<file path="config.mk">
export PLATFORM = sky130hd
export DESIGN_NAME = post_fft_bram_reader
export DESIGN_NICKNAME = d
export VERILOG_FILES = /design/src/rtl/post_fft_bram_reader.sv
export SDC_FILE = /design/constraint.sdc
export NUM_CORES = 1
export LEC_CHECK = 0
export BUFFER_PORTS_ARGS = -buffer_cell sky130_fd_sc_hd__buf_2
export CAP_MARGIN = 20
export CORE_MARGIN = 4
export CORE_UTILIZATION = 50
export DETAILED_ROUTE_END_ITERATION = 16
export PLACE_DENSITY = 0.68
export SYNTH_ARGS = -nofsm -noshare
export SYNTH_HDL_FRONTEND = slang
export SYNTH_SLANG_ARGS = --single-unit
</file>
<file path="constraint.sdc">
create_clock -name clk -period 3 [get_ports clk]
set_input_delay 0.3 -clock clk [delete_from_list [all_inputs] [get_ports clk]]
set_output_delay 0.3 -clock clk [all_outputs]
set_load 0.02 [all_outputs]
</file>
<file path="src/rtl/post_fft_bram_reader.sv">
// Streams one frame from post-FFT BRAM port B as an AXI4-Stream master.
// BRAM read latency is absorbed by a small FIFO sized to keep one beat per cycle.
module post_fft_bram_reader #(
    parameter int          NUM_WORDS    = 2048,
    parameter logic [31:0] BASE_ADDR    = 32'h0000_0000,
    parameter logic [31:0] ADDR_STEP    = 32'd4,
    parameter int          READ_LATENCY = 2
) (
    input  logic        clk,
    input  logic        resetn,
    input  logic        start,
    output logic        busy,
    output logic        done,
    output logic [31:0] addrb,
    output logic        enb,
    output logic [3:0]  web,
    input  logic [31:0] doutb,
    output logic [31:0] m_axis_tdata,
    output logic        m_axis_tvalid,
    input  logic        m_axis_tready,
    output logic        m_axis_tlast,
    output logic [1:0]  dbg_state
);

    localparam int FIFO_DEPTH = READ_LATENCY + 2;
    localparam int CW         = $clog2(NUM_WORDS + 1);
    localparam int FCW        = $clog2(FIFO_DEPTH + 1);
    localparam int PW         = $clog2(FIFO_DEPTH);

    localparam logic [CW-1:0]  WORDS    = CW'(NUM_WORDS);
    localparam logic [CW-1:0]  LAST_IDX = CW'(NUM_WORDS - 1);
    localparam logic [CW-1:0]  CNT_ONE  = CW'(1);
    localparam logic [PW-1:0]  PTR_MAX  = PW'(FIFO_DEPTH - 1);
    localparam logic [PW-1:0]  PTR_ONE  = PW'(1);
    localparam logic [FCW-1:0] DEPTH_C  = FCW'(FIFO_DEPTH);

    typedef enum logic [1:0] {
        IDLE  = 2'd0,
        READ  = 2'd1,
        DRAIN = 2'd2
    } state_t;

    state_t state;
    state_t state_nxt;

    logic [CW-1:0]           issued;
    logic [CW-1:0]           out_cnt;
    logic [31:0]             addr_q;
    logic [READ_LATENCY-1:0] vld;
    logic [FCW-1:0]          inflight;
    logic [FCW-1:0]          fifo_count;
    logic [31:0]             fifo_mem [FIFO_DEPTH];
    logic [PW-1:0]           wr_ptr;
    logic [PW-1:0]           rd_ptr;

    logic issue_ok;
    logic start_acc;
    logic push;
    logic pop;
    logic fire;

    // Stream handshake: a beat moves on any edge where tvalid && tready; while
    // tvalid is high and tready low, tdata/tlast hold because the FIFO head
    // only moves on a pop.
    assign fire      = m_axis_tvalid && m_axis_tready;
    assign pop       = fire;
    assign push      = vld[READ_LATENCY-1];
    assign start_acc = (state == IDLE) && start;

    // Reads are only launched when a FIFO slot is guaranteed for their data.
    assign issue_ok = (state == READ) && (issued != WORDS) &&
                      ((fifo_count + inflight) < DEPTH_C);

    assign m_axis_tvalid = (fifo_count != '0);
    assign m_axis_tdata  = fifo_mem[rd_ptr];
    assign m_axis_tlast  = m_axis_tvalid && (out_cnt == LAST_IDX);

    // State register
    always_ff @(posedge clk or negedge resetn) begin
        if (!resetn) begin
            state <= IDLE;
        end else begin
            state <= state_nxt;
        end
    end

    // Next-state logic
    always_comb begin
        state_nxt = state;
        case (state)
            IDLE: begin
                if (start) begin
                    state_nxt = READ;
                end
            end
            READ: begin
                if (issue_ok && (issued == LAST_IDX)) begin
                    state_nxt = DRAIN;
                end
            end
            DRAIN: begin
                if (fire && m_axis_tlast) begin
                    state_nxt = IDLE;
                end
            end
            default: state_nxt = IDLE;
        endcase
    end

    // FSM outputs
    always_comb begin
        enb       = issue_ok;
        addrb     = issue_ok ? addr_q : 32'h0000_0000;
        web       = 4'b0000;
        busy      = (state != IDLE);
        dbg_state = state;
    end

    // Issue and output counters; the byte address is tracked incrementally.
    always_ff @(posedge clk or negedge resetn) begin
        if (!resetn) begin
            issued  <= '0;
            out_cnt <= '0;
            addr_q  <= BASE_ADDR;
        end else if (start_acc) begin
            issued  <= '0;
            out_cnt <= '0;
            addr_q  <= BASE_ADDR;
        end else begin
            if (issue_ok) begin
                issued <= issued + CNT_ONE;
                addr_q <= addr_q + ADDR_STEP;
            end
            if (fire) begin
                out_cnt <= out_cnt + CNT_ONE;
            end
        end
    end

    // In-flight tracker: vld[READ_LATENCY-1] marks the edge doutb holds read data.
    always_ff @(posedge clk or negedge resetn) begin
        if (!resetn) begin
            vld      <= '0;
            inflight <= '0;
        end else begin
            vld[0] <= issue_ok;
            for (int i = 1; i < READ_LATENCY; i++) begin
                vld[i] <= vld[i-1];
            end
            inflight <= inflight + FCW'(issue_ok) - FCW'(push);
        end
    end

    // Data FIFO; a simultaneous push and pop leaves the count unchanged.
    always_ff @(posedge clk or negedge resetn) begin
        if (!resetn) begin
            for (int i = 0; i < FIFO_DEPTH; i++) begin
                fifo_mem[i] <= '0;
            end
            wr_ptr     <= '0;
            rd_ptr     <= '0;
            fifo_count <= '0;
        end else begin
            if (push) begin
                fifo_mem[wr_ptr] <= doutb;
                wr_ptr <= (wr_ptr == PTR_MAX) ? '0 : wr_ptr + PTR_ONE;
            end
            if (pop) begin
                rd_ptr <= (rd_ptr == PTR_MAX) ? '0 : rd_ptr + PTR_ONE;
            end
            fifo_count <= fifo_count + FCW'(push) - FCW'(pop);
        end
    end

    always_ff @(posedge clk or negedge resetn) begin
        if (!resetn) begin
            done <= 1'b0;
        end else begin
            done <= fire && m_axis_tlast;
        end
    end

    fifo_no_overflow: assert property (@(posedge clk) disable iff (!resetn)
        !(push && !pop && (fifo_count == DEPTH_C)));

endmodule

</file>
* Word level (Yosys, flattened, before mapping) *
Index checks and enable logic that the tools add are counted.

word-level totals
  flip-flop bits (word level) = 199
  bits of input ports = 36
  output and inout port bits = 75
  logic and storage cells = 73

operators by class
  add/subtract/negate cells = 10
  order comparisons = 4
  equality and inequality tests = 10
  muxes and demuxes = 19
  bitwise gates (word level) = 2
  reductions and logical operators = 14

operators by type and width
  operator                                                                       count
  32-bit 2-to-1 mux                                                              6
  128-bit bitwise mux                                                            1
  32-bit binary-select mux with 2-bit select                                     1
  32-bit demux with 2-bit select                                                 1
  12-bit 2-to-1 mux                                                              4
  32-bit by 3-bit adder with 32-bit output (second input constant)               1
  12-bit by 1-bit adder with 12-bit output (second input constant)               2
  12-bit by 11-bit == test with 1-bit output (second input constant)             2
  12-bit != test (second input constant)                                         1
  2-bit 2-to-1 mux                                                               5
  1-bit logical AND                                                              8
  3-bit by 1-bit adder with 3-bit output                                         2
  2-bit == test (second input constant)                                          3
  3-bit greater-or-equal comparator (second input constant)                      2
  2-bit NOT with 3-bit output                                                    2
  2-bit one-hot mux with 3 select lines                                          1
  2-bit nonzero test                                                             3
  3-bit by 1-bit subtractor with 3-bit output                                    2
  2-bit by 1-bit adder with 2-bit output (second input constant)                 2
  2-bit != test (second input constant)                                          2
  3-bit adder                                                                    1
  3-bit by 1-bit less-than comparator with 1-bit output (second input constant)  1
  3-bit less-than comparator (second input constant)                             1
  3-bit AND reduction                                                            1
  other kinds (4)                                                                4

* Logic depth before layout (Yosys ltp) *
  word-level depth = 6
  gate-level depth with buffers = 12
  mapped depth without buffers = 11

* Worst setup path after synthesis *
OpenSTA, ideal clock, no wires.

  kind = register to register
  start = register fifo_count[1]
  end = register inflight[2]
  setup time = 123 ps
  arrival = 2,787 ps
  data required time = 2,877 ps
  slack = 91 ps
  stages on the path, launching flop included = 12
  buffers on the path = 1
  period minus slack after synthesis = 2,909 ps
  path through = dfrtp_1 -> ha_1 -> a31oi_1 -> xnor2_2 -> nand3_1 -> inv_1 -> clkbuf_1 -> ha_1 -> inv_1 -> fa_1 -> xnor2_1 -> xnor2_1

between the ends
  cells in the longest elaborated chain, start to end = 5

RTL lines
  what                                         RTL line  source
  start, declared                              51        logic [FCW-1:0] fifo_count;
  start signal, assigned                       171       fifo_count <= fifo_count + FCW'(push) - FCW'(pop);
  3-bit adder                                  72        ((fifo_count + inflight) < DEPTH_C);
  3-bit less-than comparator                   72
  1-bit logical AND                            71        assign issue_ok = (state == READ) && (issued != WORDS) &&
  via enb                                      15        output logic enb,
  3-bit by 1-bit adder with 3-bit output       150       inflight <= inflight + FCW'(issue_ok) - FCW'(push);
  3-bit by 1-bit subtractor with 3-bit output  150
  end signal, assigned                         150
  end, declared                                50        logic [FCW-1:0] inflight;

The timed path passes the listed nets, and every way through them passes these cells.
A chain may end at the register's enable or synchronous reset.

* Final worst setup path *
  start = register fifo_count[1]
  end = output addrb[10]

between the ends
  cells in the longest elaborated chain, start to end = 4

RTL lines
  what                        RTL line  source
  3-bit adder                 72
  3-bit less-than comparator  72
  1-bit logical AND           71
  32-bit 2-to-1 mux           113       addrb = issue_ok ? addr_q : 32'h0000_0000;
  end, declared               14        output logic [31:0] addrb,

No other way between the ends.

==> out/results.tsv <==
metric	value	unit
synthesized area	9230	µm²
TritonCTS Buffers	17	
Reg power frac	36.7	%
HP Start	doutb[28]	
vias	6048	
hpwl dp	13.0	mm
# diodes	0	
fmax	362	MHz
initial antenna violation count	0	
die area	20700	µm²
Worst R2R Start	fifo_count[1]	
status	finished clean	
Avg WL per Cell	18.1	µm
Final min period	2.77	ns
Worst-Margin Slew	0.968	ns
leak pwr	4.68	nW
crit path kind	reg -> out	
RR Endpoint	addr_q[14]	
drt pass-1 iters	4	
gr usage total	19.6	%
RSZ-0062 raised after global routing	false	
largest net degree at the start of global routing	97	
period utilization	92.2	%
post-place instance area	10000	µm²
Sw Ratio	37.5	%
WP data arrival	2.47	ns
hold path endpoint	fifo_mem[92]	
Rel. slew slack	35.2	%
wirelength, routed	19.2	mm
core area	18100	µm²
remaining antenna violation count after routing	0	
Synth Instances	717	
slowest cell delay on critical path	0.45	ns
Synth Area per Inst	12.9	µm²
Hold WS	0.153	ns
PD cells	1210	nW/µm²
Max VDD drop	550	µV
CTS sink cnt	197	
first-pass GRT wire length	32.3	mm
Area Growth Syn to Fin	15.7	%
Final Skew	0.0115	ns
Crit path max-delay family	buffers and inverters	
Int Pwr	8.07	mW
Yosys reg bits	197	
CP endpoint kind	output pin	
Warnings, synthesis	0	
r2r worst-path depth	6	
Initial Util	51.0	%
Hold Crit Class	in -> reg	
Post-synth EDFFs	0	
post-route cell area	10700	µm²
Max clock buf depth	2	
DRT iter0 DRCs	310	
Worst-path clk slew	0.07	ns
H-tree depth	4	
max-slew violations	0	
vias in the first global route	6499	
worst skew pair latency	0.42	ns
ys flop type	dfrtp_1	
Die Y	144	µm
CP startpoint kind	flip-flop	
CP Data Required Time	2.70	ns
port buffer count	104	
drt drc	0	
CTS tree	yes	
die width	144	µm
final count of hold timing violations	0	
Seq/Total Area, Yosys	53.4	%
NetSw	4.83	mW
setup TNS	0	ns
Clock power frac	18.6	%
crit-path cells	ha_1 > a31oi_1 > xnor2_2 > nand3_1 > inv_1 > buf_6 > and2_1 > buf_2	
buffer and inverter count on the worst path	3	
hold path cells	2	
total gr overflow	0	
ys async rst share	100	%
total of max-cap violations	0	
post-DR vias/cell	5.69	
Unique masters post-synth	47	
share of layout cells above drive strength 1	39.4	%
row count	49	
Worst path slowest cell	dfrtp_1	
critical path fanouts, max	34	
Boundary Pins	111	
nets	873	
Logic pwr share	44.7	%
setup violators final	0	
Tot Pwr	12.9	mW
gp weighted congestion	0.816	
root buf cell	clkbuf_16	
setup slack, reg-to-reg	0.47	ns
==> synth_stat cells, types with 15 or more instances <==
| cell | instances | share of area [%] |
|---|---|---|
| a21oi_1 | 22 | 1.2 |
| and2_1 | 24 | 1.6 |
| clkbuf_1 | 16 | 0.65 |
| dfrtp_1 | 197 | 53 |
| inv_1 | 26 | 1.1 |
| mux2_2 | 128 | 16 |
| mux4_2 | 32 | 7.8 |
| nand2_1 | 40 | 1.6 |
| nand3_1 | 20 | 1.1 |
| nor2_1 | 36 | 1.5 |
| o31ai_1 | 15 | 1.2 |
==> registers in the layout, summed over array words and instances, names as in the netlist <==
register	flops
fifo_mem	128
addr_q	30
issued	12
out_cnt	12
fifo_count	3
inflight	3
dbg_state	2
rd_ptr	2
vld	2
wr_ptr	2
done	1
==> area by class of cell <==
cell class                 instances  area [µm²]
timing repair buffer             121         688
multi-input combinational        458        4040
fill                            1401        7410
sequential                       197        4930
tap                              229         287
clock inverter                    12         179
clock buffer                      19         453
inverter                          26        97.6
==> layout by cell type (no fill, tap or decap), drive strengths merged, types with 14 or more instances in the layout <==
master	netlist	layout
a21oi	22	22
and2	24	24
buf	25	119
clkbuf	16	20
dfrtp	197	197
ha	14	14
inv	26	26
mux2	128	128
mux4	32	32
nand2	40	40
nand3	22	22
nand4	15	15
nor2	36	36
o21ai	14	14
o31ai	15	15
xnor2	15	15
==> metrics by stage <==
step           utilization [%]  std cells  setup WS (ns)
4_1_cts                   59.0       1062          0.134
3_3_place_gp              55.5       1030          0.600
2_1_floorplan                -        722         0.0909
6_report                  59.1       1062          0.235
5_1_grt                   59.1       1062         0.0569
3_5_place_dp              55.5       1030          0.478
==> power groups by stage <==
stage                     clock network [mW]  logic [mW]  registers (mW)
after floorplan                            0        4.43            4.36
after global placement                     0        5.60            4.66
after detailed placement                   0        5.83            4.79
after CTS                               2.46        5.85            4.74
after global routing                    2.57        6.32            4.90
final                                   2.40        5.77            4.73
==> repair_timing <==
action,CTS,global route
setup buffers,0,0
gates resized for setup,0,1
endpoints found under the hold margin,45,0
setup endpoints to repair,0,6
hold buffers,1,0
==> worst max-delay path by stage <==
stage          slack [ns]          start          end  depth (start not counted)
6_report             0.23  fifo_count[1]    addrb[10]                          8
4_1_cts              0.13    inflight[1]    addrb[22]                          8
5_1_grt              0.06    inflight[1]    addrb[10]                          8
3_5_place_dp         0.48  fifo_count[1]   addr_q[14]                          6
2_1_floorplan        0.09  fifo_count[1]  inflight[2]                         11
3_3_place_gp         0.60  fifo_count[1]   addr_q[14]                          6
==> logic make-up (layout without fill, tap and decap cells) <==
| kind of cell | count (synthesis) | in the layout | synth area share (%) |
|---|---|---|---|
| compound gates | 65 | 65 | 4.38 |
| xor+xnor | 21 | 21 | 2.07 |
| fa+ha+maj | 16 | 16 | 2.33 |
| buf+inv | 67 | 178 | 3.08 |
| flops | 197 | 197 | 53.4 |
| mux | 166 | 166 | 24.1 |
| other cells | 1 | 6 | 0.0406 |
| simple gates | 184 | 184 | 10.6 |
==> worst register-to-register path, cell delays in order (launching register included) <==
cell and delay [ns]:
dfrtp_1 0.45, ha_1 0.31, a31oi_1 0.26, xnor2_2 0.21
nand4_1 0.42, or4_1 0.64, a21oi_1 0.17
==> metal layers <==
metal  routed length [µm]  share of wire [%]  global-route usage, %
met5                    0                  0                      0
met4                  244                1.3                   5.15
met3                  710                3.7                   4.16
met2                 9720                 51                   33.5
met1                 8520                 44                   25.6
No activity file was read; power rests on OpenSTA's default activity.
